$ cat config.mk
export PLATFORM = sky130hd
export DESIGN_NAME = sramx_arbiter
export DESIGN_NICKNAME = d
export VERILOG_FILES = /design/src/rtl/sramx_arbiter.sv
export SDC_FILE = /design/constraint.sdc
export NUM_CORES = 1
export LEC_CHECK = 0
export CAP_MARGIN = 40
export CORE_AREA = 2 2 107 109
export CTS_CLUSTER_DIAMETER = 50
export DETAILED_ROUTE_END_ITERATION = 8
export DIE_AREA = 0 0 109 111
export GPL_TIMING_DRIVEN = 0
export PLACE_DENSITY = 0.67
export SLEW_MARGIN = 5
export SYNTH_ARGS = -nofsm -noshare
export SYNTH_HDL_FRONTEND = slang
export SYNTH_SLANG_ARGS = --single-unit
$ cat constraint.sdc
create_clock -name clk -period 2.6 [get_ports clk]
set_input_delay 0.26 -clock clk [delete_from_list [all_inputs] [get_ports clk]]
set_output_delay 0.26 -clock clk [all_outputs]
set_load 0.005 [all_outputs]
$ cat src/rtl/sramx_arbiter.sv
// rtl/sramx_arbiter.sv - multi-channel SRAM-like bus arbiter with kseg0/kseg1 translation
// Round-robin issue to one pipelined SRAM port; responses return in issue order via a tag pipe.
module sramx_arbiter #(
   parameter int NCH        = 2,
   parameter int LATENCY    = 1,
   parameter int MAX_OUT    = 2,
   parameter int ADDR_TRANS = 1
) (
   input  logic              clk,
   input  logic              resetn,
   input  logic [NCH-1:0]    ch_req,
   input  logic [NCH*4-1:0]  ch_wen,
   input  logic [NCH*32-1:0] ch_addr,
   input  logic [NCH*32-1:0] ch_wdata,
   output logic [NCH-1:0]    ch_addr_ok,
   output logic [NCH-1:0]    ch_data_ok,
   output logic [31:0]       ch_rdata,
   output logic              mem_en,
   output logic [3:0]        mem_wen,
   output logic [31:0]       mem_addr,
   output logic [31:0]       mem_wdata,
   input  logic [31:0]       mem_rdata
);
   localparam int CW = (NCH > 1) ? $clog2(NCH) : 1;

   logic [CW-1:0]      rr_q, rr_d;
   logic [2:0]         cnt_q [NCH];
   logic [LATENCY-1:0] vld_q;
   logic [LATENCY-1:0] twr_q;
   logic [CW-1:0]      tch_q [LATENCY];

   logic               gnt;
   logic [CW-1:0]      gidx;
   logic [NCH-1:0]     elig;
   logic [NCH-1:0]     resp;
   int                 idx;

   function automatic logic [31:0] xlate(input logic [31:0] a);
      if (ADDR_TRANS != 0 && a[31:30] == 2'b10)
         return {3'b000, a[28:0]};
      return a;
   endfunction

   // A response retiring this cycle frees its slot, so the channel can be regranted at once.
   always_comb begin
      for (int i = 0; i < NCH; i++) begin
         resp[i] = vld_q[LATENCY-1] && (tch_q[LATENCY-1] == CW'(i));
         elig[i] = resetn && ch_req[i] &&
                   ((cnt_q[i] - {2'b00, resp[i]}) < 3'(MAX_OUT));
      end
   end

   always_comb begin
      gnt  = 1'b0;
      gidx = '0;
      idx  = 0;
      for (int k = 0; k < NCH; k++) begin
         idx = int'(rr_q) + k;
         if (idx >= NCH)
            idx = idx - NCH;
         if (!gnt && elig[idx]) begin
            gnt  = 1'b1;
            gidx = CW'(idx);
         end
      end
   end

   always_comb begin
      mem_en     = gnt;
      mem_wen    = '0;
      mem_addr   = '0;
      mem_wdata  = '0;
      ch_addr_ok = '0;
      for (int i = 0; i < NCH; i++) begin
         if (gnt && gidx == CW'(i)) begin
            ch_addr_ok[i] = 1'b1;
            mem_wen       = ch_wen[4*i +: 4];
            mem_addr      = xlate(ch_addr[32*i +: 32]);
            mem_wdata     = ch_wdata[32*i +: 32];
         end
      end
      rr_d = rr_q;
      if (gnt)
         rr_d = (gidx == CW'(NCH-1)) ? '0 : gidx + CW'(1);
   end

   always_ff @(posedge clk or negedge resetn) begin
      if (!resetn) begin
         rr_q  <= '0;
         vld_q <= '0;
         twr_q <= '0;
         for (int s = 0; s < LATENCY; s++)
            tch_q[s] <= '0;
         for (int i = 0; i < NCH; i++)
            cnt_q[i] <= '0;
      end else begin
         rr_q     <= rr_d;
         vld_q[0] <= gnt;
         tch_q[0] <= gidx;
         twr_q[0] <= |mem_wen;
         for (int s = LATENCY-1; s > 0; s--) begin
            vld_q[s] <= vld_q[s-1];
            tch_q[s] <= tch_q[s-1];
            twr_q[s] <= twr_q[s-1];
         end
         for (int i = 0; i < NCH; i++) begin
            case ({ch_addr_ok[i], resp[i]})
               2'b10:   cnt_q[i] <= cnt_q[i] + 3'd1;
               2'b01:   cnt_q[i] <= cnt_q[i] - 3'd1;
               default: cnt_q[i] <= cnt_q[i];
            endcase
         end
      end
   end

   assign ch_data_ok = resp;
   assign ch_rdata   = (vld_q[LATENCY-1] && !twr_q[LATENCY-1]) ? mem_rdata : 32'h0;

endmodule

; ---- Word level (Yosys, flattened, before mapping)
; Index checks and enable logic that the tools add are counted.
; W data, S select, Z words.
[word_totals]
input_bits = 172
reg_bits = 10
out_inout_bits = 105
wordCells = 77
[classes]
n_mux = 32
order_cmp = 6
addsub = 10
n_bitwise = 2
n_reduce_logical = 15
n_eq_ne = 6
[op_table]
columns = op, count
row1 = $mux W32, 11
row2 = $lt A32 B3 Y1 const B, 2
row3 = $mux W1, 17
row4 = $pmux W3 S2, 2
row5 = $logic_and A1 B1 Y1, 10
row6 = $eq A2 B2 Y1 const B, 4
row7 = $mux W4, 2
row8 = $add A3 B1 Y3 const B, 2
row9 = $lt A3 B2 Y1 const B, 2
row10 = $sub A3 B1 Y3, 2
row11 = $sub A3 B1 Y3 const B, 2
row12 = $eq A2 B1 Y1 const B, 2
row13 = $reduce_bool A2 Y1, 2
row14 = $reduce_or A4 Y1, 1
row15 = $sub A1 B2 Y3 const B, 1
row16 = $sub A2 B2 Y3 const B, 1
row17 = $add A1 B1 Y2 const B, 1
row18 = $ge A1 B2 Y1 const B, 1
row19 = $ge A2 B2 Y1 const B, 1
row20 = $logic_not A1 Y1, 2
row21 = $not A1 Y1, 2
row22 = $add A1 B1 Y1 const B, 1

; ---- Depth between registers and ports, before layout
; Gate-level depths: netlist of run 1.
[logic_depth]
ltp_word = 18
mapped_depth = 14
depth_no_buf = 13

; ---- Least setup slack after synthesis of run 1
; No wires, ideal clock.
[synth_path]
path_kind = flip-flop to flip-flop
from = register vld_q
to = register cnt_q[5] in the netlist's numbering
setup_time_ns = 0.079
period_less_slack_ns = 2.633
slack_ns = -0.033
arrival_time_ns = 2.554
required_time_ns = 2.521
stages_incl_launch_ff = 15
path_buffers = 1
path_cell_list = dfrtp_1 > and2_1 > nor2b_1 > ha_1 > xor2_1 > nor2_2 > a21oi_2 > buf_2 > inv_1 > ha_1 > inv_1 > fa_1 > xor2_1 > nor2_1 > xor2_1
[synth_via]
elab_chain_cells = 16
elab_cells_between_ends = 27
classes_between = add/sub: 2 / order compare: 2 / eq/ne: 2 / mux: 12 / bitwise: 1 / reduce/logical: 8
[synth_rtl]
columns = element, line
row1 = "start, declared", 28  ; logic [LATENCY-1:0] vld_q;
row2 = "start signal, assigned by index", 102  ; vld_q[s] <= vld_q[s-1];
row3 = $logic_and A1 B1 Y1 (*), 47  ; resp[i] = vld_q[LATENCY-1] && (tch_q[LATENCY-1] == CW'(i));
row4 = net ch_data_ok[1], 16  ; output logic [NCH-1:0] ch_data_ok,
row5 = $sub A3 B1 Y3 (*), 49  ; ((cnt_q[i] - {2'b00, resp[i]}) < 3'(MAX_OUT));
row6 = $lt A3 B2 Y1 (*), 49
row7 = $logic_and A1 B1 Y1 (*), 48  ; elig[i] = resetn && ch_req[i] &&
row8 = $mux W1 (not written as such) (3 in series), 61  ; if (!gnt && elig[idx]) begin
row9 = $mux W1, 61
row10 = $logic_not A1 Y1, 61
row11 = $logic_and A1 B1 Y1, 61
row12 = $mux W1, 61
row13 = $not A1 Y1, 75  ; if (gnt && gidx == CW'(i)) begin
row14 = $logic_and A1 B1 Y1 (*), 75
row15 = $mux W1 (*), 75
row16 = net ch_addr_ok[0], 15  ; output logic [NCH-1:0] ch_addr_ok,
row17 = $eq A2 B1 Y1 / $eq A2 B2 Y1 (equally long branches), 107  ; case ({ch_addr_ok[i], resp[i]})
row18 = $pmux W3 S2 / $reduce_bool A2 Y1 (equally long branches), n/a
row19 = "end signal, assigned by index", 108  ; 2'b10: cnt_q[i] <= cnt_q[i] + 3'd1;
row20 = "end signal, assigned by index", 109  ; 2'b01: cnt_q[i] <= cnt_q[i] - 3'd1;
row21 = "end signal, assigned by index", 110  ; default: cnt_q[i] <= cnt_q[i];
row22 = "end, declared", 27  ; logic [2:0] cnt_q [NCH];
; The timed path passes the listed nets; every way through them passes the cells marked *. The select of a mux whose other input is x is not followed.
; A chain may end at the register's enable or synchronous reset.

; ---- Worst setup path in the final report of run 1
[layout_path]
from = register vld_q
to = output mem_addr[24]
[layout_via]
elab_chain_cells = 15
elab_cells_between_ends = 25
classes_between = add/sub: 2 / order compare: 2 / mux: 12 / bitwise: 1 / reduce/logical: 8
[layout_rtl]
columns = element, line
row1 = $logic_and A1 B1 Y1, 47
row2 = $sub A3 B1 Y3, 49
row3 = $lt A3 B2 Y1, 49
row4 = $logic_and A1 B1 Y1, 48
row5 = $mux W1 (not written as such) (3 in series), 61
row6 = $mux W1, 61
row7 = $logic_not A1 Y1, 61
row8 = $logic_and A1 B1 Y1, 61
row9 = $mux W1, 61
row10 = $not A1 Y1, 75
row11 = $logic_and A1 B1 Y1, 75
row12 = $mux W32, 75
row13 = $mux W32 (*), 75
row14 = "end, declared", 20  ; output logic [31:0] mem_addr,
; Every way passes the cells marked *; elsewhere a longest branch is shown, timed or not. The select of a mux whose other input is x is not followed.

==> results of run 1 <==
[through the flow]
step | cell area [sq um] | setup TNS, ns | power [mW] | hold WS [ns]
2_1_floorplan | 1515 | 0 | 1.068 | -0.03559
3_3_place_gp | 4457 | -34.81 | 2.177 | 0.4651
3_5_place_dp | 4457 | -38.27 | 2.217 | 0.4812
4_1_cts | 4831 | -1.685 | 2.781 | 0.1667
5_1_grt | 4855 | -6.206 | 3.061 | 0.1947
6_report | 4855 | -0.06681 | 2.824 | 0.1507
[routing by layer]
metal  GRT usage  vias up  part of all wire
li1            -     1300                 -
met1      0.1653     1244              0.34
met2      0.3238      161              0.54
met3     0.05467        4              0.12
met4     0.01795        0            0.0045
met5           0        -                 0
[where the power goes]
group | switching, mW | leakage [nW] | internal, mW
logic | 0.836 | 2.00 | 1.37
clock network | 0.0712 | 0.0442 | 0.231
registers | 0.0832 | 0.124 | 0.230
total | 0.991 | 2.17 | 1.83
[flip-flops by register name (all words and copies together) (netlist names)]
name and cells:
vld_q 1, tch_q 1, rr_q 1, twr_q 1, cnt_q 6
[layout make-up]
type	instances	area share
repair buffers	318	0.5948
well taps	143	0.03686
multi-input cells	139	0.2598
flip-flops and latches	10	0.05155
plain buffers	14	0.03015
inverters	9	0.008505
clock buffers	4	0.01830
[cell families (layout without fill, tap and decap cells)]
logic type,count (synthesis),count (layout),synth area share
AOI/OAI and AO/OA,77,77,0.4317
and+or+nand+nor,47,47,0.1897
buffers and inverters,26,345,0.09942
DFF,10,10,0.1657
xor gates and xnor gates,8,8,0.04639
adders and majority gates,6,6,0.05965
muxes,1,1,0.007456
[timing repair]
item | 4_1_cts | 5_1_grt
hold buffers | 0 | 0
endpoints found under the setup margin | 75 | 73
gates resized for setup | 294 | 67
pin swaps | 17 | 53
buffers inserted | 27 | 12
gates cloned | 7 | 1
[worst paths after layout]
check	start	to	slack, ns
max	vld_q	mem_addr[24]	-0.04
min	resetn	rr_q	0.15
max reg2reg	tch_q	cnt_q[5]	0.02
min reg2reg	cnt_q[3]	cnt_q[3]	0.49
max in group asynchronous	resetn	cnt_q[1]	2.04
min in group clk	cnt_q[3]	cnt_q[3]	0.49
[cells in the mapped netlist, types with 3 or more instances]
| cell type | number | area, sq um |
|---|---|---|
| and2_1 | 34 | 212.7 |
| xnor2_1 | 4 | 35.03 |
| nand2_1 | 3 | 11.26 |
| xor2_1 | 4 | 35.03 |
| ha_1 | 4 | 50.05 |
| clkbuf_1 | 5 | 18.77 |
| o22ai_1 | 3 | 18.77 |
| buf_6 | 6 | 67.56 |
| buf_2 | 6 | 30.03 |
| a22o_1 | 66 | 578.1 |
| dfrtp_1 | 10 | 250.2 |
| nor2b_1 | 3 | 18.77 |
| o21ai_0 | 6 | 30.03 |
| inv_1 | 8 | 30.03 |
==> flow_metrics.tcl, run 1 <==
set metrics [dict create \
    cp_max_fo 5 \
    grt_max_degree 13 \
    setup_ws_ns -0.04368 \
    synth_warnings 0 \
    post-route-util 0.4383 \
    ys_types 24 \
    final_common_cell "clkdlybuf4s50_1" \
    relSlewSlack 0.5825 \
    leakage_nw 2.169 \
    cp_num_buf_inv 5 \
    chipHeight_microns 111 \
    clock.fmax_mhz 378.3 \
    worst_pin_slew_ns 0.6263 \
    hp-class "in -> async" \
    grt_pass1_wl_microns 15430 \
    drtAntennaViolNets 0 \
    violations "setup timing" \
    crit_path_top_delay_cell "dfrtp_1" \
    synth_seq_cells 10 \
    drtIter0Drc 55 \
    cts_sinks 10 \
    gp_congestion 0.8059 \
    crit_type "reg -> out" \
    max_stage_delay_ns 0.39 \
    netlist_area_sq_mm 0.001510 \
    n_antenna_cell 0 \
    antenna_found_initial 0 \
    startpoint_type "flop" \
    skew_ns 0.003325 \
    avgSynthCellArea_sq_um 8.630 \
    syn_inst 175 \
    critical_path.top_delay_family "buffers and inverters" \
    ys_seq_area_frac 0.1657 \
    dieArea_sq_mm 0.01210 \
    drv_cap 0 \
    dp.cells 594 \
    num_vias 2709 \
    die_x_microns 109 \
    clk_latency_ns 0.24 \
    first_pass_iters 4 \
    power-per-cell-area_mw_per_mm2 581.7 \
    clkTransAtPathRegs_ns 0.04 \
    htree_levels 1 \
    crit_required_ns 2.34 \
    vdd_drop_max_v 0.0002449 \
    status "complete, but fails checks" \
    setup_violations 3 \
    clk_path_buf_depth 2 \
    grt.overflow.total 0 \
    syn_nets 353 \
    n_fill_cell 1108 \
    fin_crit_ns 2.644 \
    crit_arrival_ns 2.38 \
    start_util 0.1363 \
    maxSlewViolCount 0 \
    synthToLayoutAreaGrowth_pct 221.5 \
    cts_buffers 3 \
    path_cells "nor2b_4 > and2_4 > ha_4 > xnor2_4 > nand4_4 > o21ai_4 > inv_4 > buf_6 > buf_6 > buf_6 > a22o_1 > buf_2" \
    ioPinCount 277 \
    multi_input_area_sq_mm 0.001261 \
    place_ws_ns -0.6551 \
    rsz0062_at_grt "yes" \
    layout_common_cells "205 x clkdlybuf4s50_1, 66 x a22o_1, 58 x buf_2, 35 x buf_6, 32 x and2_1" \
    final-seq-area_sq_um 250.2 \
    first_global_vias 2890 \
    ctsRootBufferMaster "clkbuf_16" \
    track_usage 0.1635 \
    numPortBuffers 276 \
    fin_crit_sh 1.017 \
    drc_errors 0 \
    num_rows 39 \
    drive_gt1_frac 0.3057 \
    dp_hpwl_microns 8618 \
    avgViaCountPerCell 4.253 \
    drt-total-wl_microns 10590 \
    synth_edf_count 0 \
    final_net_count 673 \
    avgRoutedWirePerCell_microns 16.62 \
    stdcell_count 637 \
    path_depth 12 \
    ys_async_sr_fraction 1.000 \
    cts_tree "built" \
    core_area_sq_mm 0.01108 \
    hold_violations 0 \
    rr_worst_depth 14 \
    endpoint_kind "primary output" \
    cp_common_cell "buf_6" \
    ys.flop_type "dfrtp_1" \
]
Power figures use the tool's default switching activity.
==> run 2, diff against run 1 <==
--- a/config.mk
+++ b/config.mk
@@ -12,6 +12,7 @@
 export DIE_AREA = 0 0 109 111
 export GPL_TIMING_DRIVEN = 0
 export PLACE_DENSITY = 0.67
+export SKIP_LAST_GASP = 1
 export SLEW_MARGIN = 5
 export SYNTH_ARGS = -nofsm -noshare
 export SYNTH_HDL_FRONTEND = slang
==> flow_metrics.tcl, run 2 (synthesized netlist as in run 1, its figures left out) <==
set metrics [dict create \
    fin_crit_sh 1.015 \
    ff2ff_setup_slack_ns 0.01 \
    drv_cap 0 \
    max_stage_delay_ns 0.39 \
    dieArea_sq_mm 0.01210 \
    drtAntennaViolNets 0 \
    core_area_sq_mm 0.01108 \
    ctsRootBufferMaster "clkbuf_16" \
    stdcell_count 638 \
    clk_latency_ns 0.24 \
    status "complete, but fails checks" \
    r2r-end "cnt_q[5]" \
    cts_buffers 3 \
    drc_errors 0 \
    endpoint_kind "primary output" \
    setup_ws_ns -0.03806 \
    vdd_drop_max_v 0.0002486 \
    leakage_nw 2.171 \
    avgViaCountPerCell 4.254 \
    r2r_start "vld_q" \
    crit_arrival_ns 2.38 \
    power-per-cell-area_mw_per_mm2 578.7 \
    largest_register "cnt_q" \
    final_net_count 674 \
    violations "setup timing" \
    fin_crit_ns 2.638 \
    gp_congestion 0.8059 \
    setup_violations 4 \
    avgRoutedWirePerCell_microns 16.53 \
    track_usage 0.1628 \
    largest_reg_flops 6 \
    n_antenna_cell 0 \
    crit_required_ns 2.34 \
    cts_sinks 10 \
    first_global_vias 2890 \
    num_vias 2714 \
    start_util 0.1363 \
    numPortBuffers 276 \
    post-route-util 0.4367 \
    drive_gt1_frac 0.2990 \
    finalPower_mw 2.799 \
    finalSetupTns_ns -0.05372 \
    die_x_microns 109 \
    final_common_cell "clkdlybuf4s50_1" \
    skew_ns 0.002963 \
    grt.overflow.total 0 \
    clkTransAtPathRegs_ns 0.04 \
    relSlewSlack 0.5801 \
    num_rows 39 \
    antenna_found_initial 0 \
    dp.cells 594 \
    maxSlewViolCount 0 \
    clock.fmax_mhz 379.1 \
    startpoint_type "flop" \
    cts_tree "built" \
    clk_path_buf_depth 2 \
    synthToLayoutAreaGrowth_pct 220.3 \
    hold_buffers 0 \
    layout_common_cells "205 x clkdlybuf4s50_1, 66 x a22o_1, 56 x buf_2, 36 x buf_6, 32 x and2_1" \
    chipHeight_microns 111 \
    crit_path_top_delay_cell "dfrtp_1" \
    holdWs_ns 0.1533 \
    ioPinCount 277 \
    hp-class "in -> async" \
    grt_pass1_wl_microns 15350 \
    rr_worst_depth 14 \
    dp_hpwl_microns 8618 \
    drtIter0Drc 51 \
    drt-total-wl_microns 10550 \
    hold_violations 0 \
    first_pass_iters 4 \
    rsz0062_at_grt "yes" \
    htree_levels 1 \
    worst_pin_slew_ns 0.6298 \
    path_cells "nor2b_4 > and2_4 > ha_4 > xnor2_4 > nand4_4 > o21ai_4 > inv_4 > buf_6 > buf_6 > buf_6 > a22o_1 > buf_2" \
    crit_type "reg -> out" \
    cp_common_cell "buf_6" \
    cp_max_fo 5 \
    grt_max_degree 13 \
]
run 2: cell types whose count changed in the layout (fill, tap and decap cells not counted), sizes merged:
cell	previous run	this run
buf	114	113
clkbuf	16	17
dlygate4sd2	1	2
run 2: worst max-delay path: cells and delay by family (launching register included):
family,cells,cell delay [ns]
XOR/XNOR,1,0.18
AO/OA/AOI/OAI,2,0.43
buffers and inverters,5,0.52
AND/OR/NAND/NOR,3,0.43
flip-flops,1,0.39
adder cells (fa/ha/maj),1,0.17
run 2: per-layer routing:
layer  wire length [microns]  vias up  global-route usage
li1                        -     1304                   -
met5                       0        -                   0
met3                    1291        4             0.05350
met2                    5658      164              0.3238
met4                      48        0             0.01795
met1                    3548     1242              0.1639
run 2: final cells by class:
type                       count  area, sq um
fill                        1105         6240
timing repair buffer         319         2887
multi-input combinational    139         1246
sequential                    10        250.2
tap                          143        178.9
buffer                        14        142.6
clock buffer                   4        88.84
inverter                       9        43.79
run 2: how the worst max path moves through the flow:
stage / start / cells after the start / slack (ns) / to
finish: vld_q / 12 / -0.04 / mem_addr[24]
global route: vld_q / 14 / -0.14 / cnt_q[5]
CTS: tch_q / 11 / -0.12 / mem_wdata[9]
detailed placement: resetn / 7 / -0.66 / mem_addr[17]
global placement: resetn / 7 / -0.61 / mem_addr[17]
floorplan: vld_q / 14 / 0.0003 / cnt_q[5]
run 2: timing repair:
item,in CTS,in global routing
hold endpoints to repair,0,0
setup endpoints to repair,75,73
gates cloned,7,1
pin swaps,13,64
gates resized for setup,281,72
setup buffers,27,14
run 2: where the power goes:
| part | internal [mW] | leakage (nW) | switching, mW |
|---|---|---|---|
| registers | 0.230 | 0.124 | 0.0813 |
| logic | 1.36 | 2.00 | 0.829 |
| clock network | 0.231 | 0.0442 | 0.0705 |
run 2: stage by stage:
step | cell area, sq um | setup slack, ns
global placement | 4457 | -0.6073
global route | 4837 | -0.1442
finish | 4837 | -0.03806
floorplan | 1515 | 0.0003084
detailed placement | 4457 | -0.6551
CTS | 4838 | -0.1183
==> run 3, diff against run 2 <==
--- a/config.mk
+++ b/config.mk
@@ -6,12 +6,12 @@
 export NUM_CORES = 1
 export LEC_CHECK = 0
 export CAP_MARGIN = 40
-export CORE_AREA = 2 2 107 109
+export CORE_AREA = 4 4 106 108
 export CTS_CLUSTER_DIAMETER = 50
 export DETAILED_ROUTE_END_ITERATION = 8
-export DIE_AREA = 0 0 109 111
+export DIE_AREA = 0 0 110 112
 export GPL_TIMING_DRIVEN = 0
-export PLACE_DENSITY = 0.67
+export PLACE_DENSITY = 0.7
 export SKIP_LAST_GASP = 1
 export SLEW_MARGIN = 5
 export SYNTH_ARGS = -nofsm -noshare
==> flow_metrics.tcl, run 3 (synthesized netlist as in run 1, its figures left out) <==
set metrics [dict create \
    status "complete, but fails checks" \
    violations "setup timing" \
    dp_hpwl_microns 9236 \
    dp.cells 587 \
    grt.overflow.total 0 \
    drt-total-wl_microns 11220 \
    crit_type "reg -> out" \
    leakage_nw 2.154 \
    fin_crit_ns 2.726 \
    place_ws_ns -0.6904 \
    grt_pass1_wl_microns 15480 \
    avgRoutedWirePerCell_microns 17.89 \
    crit_path_top_delay_cell "dfrtp_1" \
    vdd_drop_max_v 0.0002269 \
    num_rows 37 \
    n_antenna_cell 0 \
    chipHeight_microns 112 \
    avgViaCountPerCell 4.333 \
    final_common_cell "clkdlybuf4s50_1" \
    r2r-end "cnt_q[5]" \
    relSlewSlack 0.5699 \
    largest_register "cnt_q" \
    r2r_start "tch_q" \
    setup_violations 48 \
    post-route-util 0.4672 \
    ff2ff_setup_slack_ns -0.12 \
    power-per-cell-area_mw_per_mm2 569.1 \
    finalPower_mw 2.720 \
    cp_max_fo 5 \
    first_global_vias 2964 \
    drc_errors 0 \
    startpoint_type "flop" \
    numPortBuffers 276 \
    gp_congestion 0.8547 \
    setup_ws_ns -0.1256 \
    layout_common_cells "205 x clkdlybuf4s50_1, 66 x a22o_1, 64 x buf_2, 32 x and2_1, 20 x buf_4" \
    worst_pin_slew_ns 0.6451 \
    ctsRootBufferMaster "clkbuf_8" \
    largest_reg_flops 6 \
    clk_path_buf_depth 2 \
    drtIter0Drc 144 \
    start_util 0.1476 \
    rsz0062_at_grt "yes" \
    critical_path.top_delay_family "buffers and inverters" \
    final_net_count 671 \
    dieArea_sq_mm 0.01232 \
    crit_required_ns 2.34 \
    max_stage_delay_ns 0.41 \
    synthToLayoutAreaGrowth_pct 216.5 \
    n_fill_cell 986 \
    htree_levels 1 \
    num_vias 2717 \
    skew_ns 0.003163 \
    hold_violations 0 \
    maxSlewViolCount 0 \
    track_usage 0.1611 \
    ioPinCount 277 \
    crit_arrival_ns 2.47 \
    cp_num_buf_inv 5 \
    path_cells "and2_4 > nor2b_4 > ha_4 > nand3_4 > nor2_4 > a21oi_4 > buf_8 > buf_8 > buf_4 > buf_4 > a22o_1 > buf_2" \
    hp-class "in -> async" \
    cts_sinks 10 \
    drtAntennaViolNets 0 \
    clk_latency_ns 0.23 \
    stdcell_count 627 \
    clock.fmax_mhz 366.9 \
    drive_gt1_frac 0.2933 \
    cts_buffers 3 \
    endpoint_kind "primary output" \
    fin_crit_sh 1.048 \
    cts_tree "built" \
    rr_worst_depth 15 \
    clkTransAtPathRegs_ns 0.05 \
    drv_cap 0 \
    first_pass_iters 4 \
    antenna_found_initial 0 \
    final-seq-area_sq_um 250.2 \
    die_x_microns 110 \
    grt_max_degree 13 \
    core_area_sq_mm 0.01023 \
    multi_input_area_sq_mm 0.001252 \
]
==> run 3: stage by stage <==
step | hold WS, ns | cell area [sq um] | setup TNS, ns
floorplan | -0.03559 | 1515 | 0
global placement | 0.4610 | 4448 | -35.19
detailed placement | 0.4674 | 4448 | -38.93
CTS | 0.1493 | 4736 | -1.766
global route | 0.2018 | 4780 | -10.79
finish | 0.1601 | 4780 | -2.697
==> run 3: worst register-to-register path: cells and delay by family, from the launching register on <==
kind	cells	cell delay, ns
fa+ha+maj	3	0.76
flops	1	0.41
buf+inv	4	0.38
simple gates	5	0.69
compound gates	1	0.09
xor+xnor	2	0.31
==> run 3: area by class of cell <==
| type | instances | area share |
|---|---|---|
| sequential | 10 | 0.05236 |
| buffer | 14 | 0.03246 |
| inverter | 9 | 0.009162 |
| tap | 136 | 0.03560 |
| clock buffer | 3 | 0.008639 |
| multi-input combinational | 139 | 0.2620 |
| timing repair buffer | 316 | 0.5997 |
==> run 3: how the worst max path moves through the flow <==
| stage | startpoint | end | slack, ns | depth (start not counted) |
|---|---|---|---|---|
| 2_1_floorplan | vld_q | cnt_q[5] | 0.0003 | 14 |
| 3_3_place_gp | resetn | mem_addr[9] | -0.66 | 7 |
| 3_5_place_dp | resetn | mem_addr[9] | -0.69 | 7 |
| 4_1_cts | vld_q | mem_wdata[30] | -0.11 | 11 |
| 5_1_grt | tch_q | cnt_q[5] | -0.26 | 15 |
| 6_report | tch_q | mem_addr[25] | -0.13 | 12 |
==> run 3: where the power goes <==
| group | internal, mW | total (mW) | leakage [nW] | switching (mW) |
|---|---|---|---|---|
| clock network | 0.101 | 0.157 | 0.0216 | 0.0558 |
| logic | 1.38 | 2.25 | 2.01 | 0.864 |
| registers | 0.229 | 0.317 | 0.124 | 0.0877 |
| total | 1.71 | 2.72 | 2.15 | 1.01 |
==> run 3: repair_timing <==
action,in CTS,in global routing
endpoints found under the hold margin,0,0
pin swaps,12,31
setup buffers,25,10
resized for setup,311,42
gates cloned,7,0
hold buffers,0,0
endpoints found under the setup margin,75,73
==> run 3: per-layer routing <==
| metal | share of wire | routed length (microns) | vias up | global-route usage |
|---|---|---|---|---|
| met4 | 0.020 | 219 | 0 | 0.04406 |
| li1 | - | - | 1296 | - |
| met2 | 0.54 | 6064 | 173 | 0.3200 |
| met1 | 0.34 | 3765 | 1230 | 0.1615 |
| met5 | 0 | 0 | - | 0 |
| met3 | 0.10 | 1171 | 18 | 0.03652 |
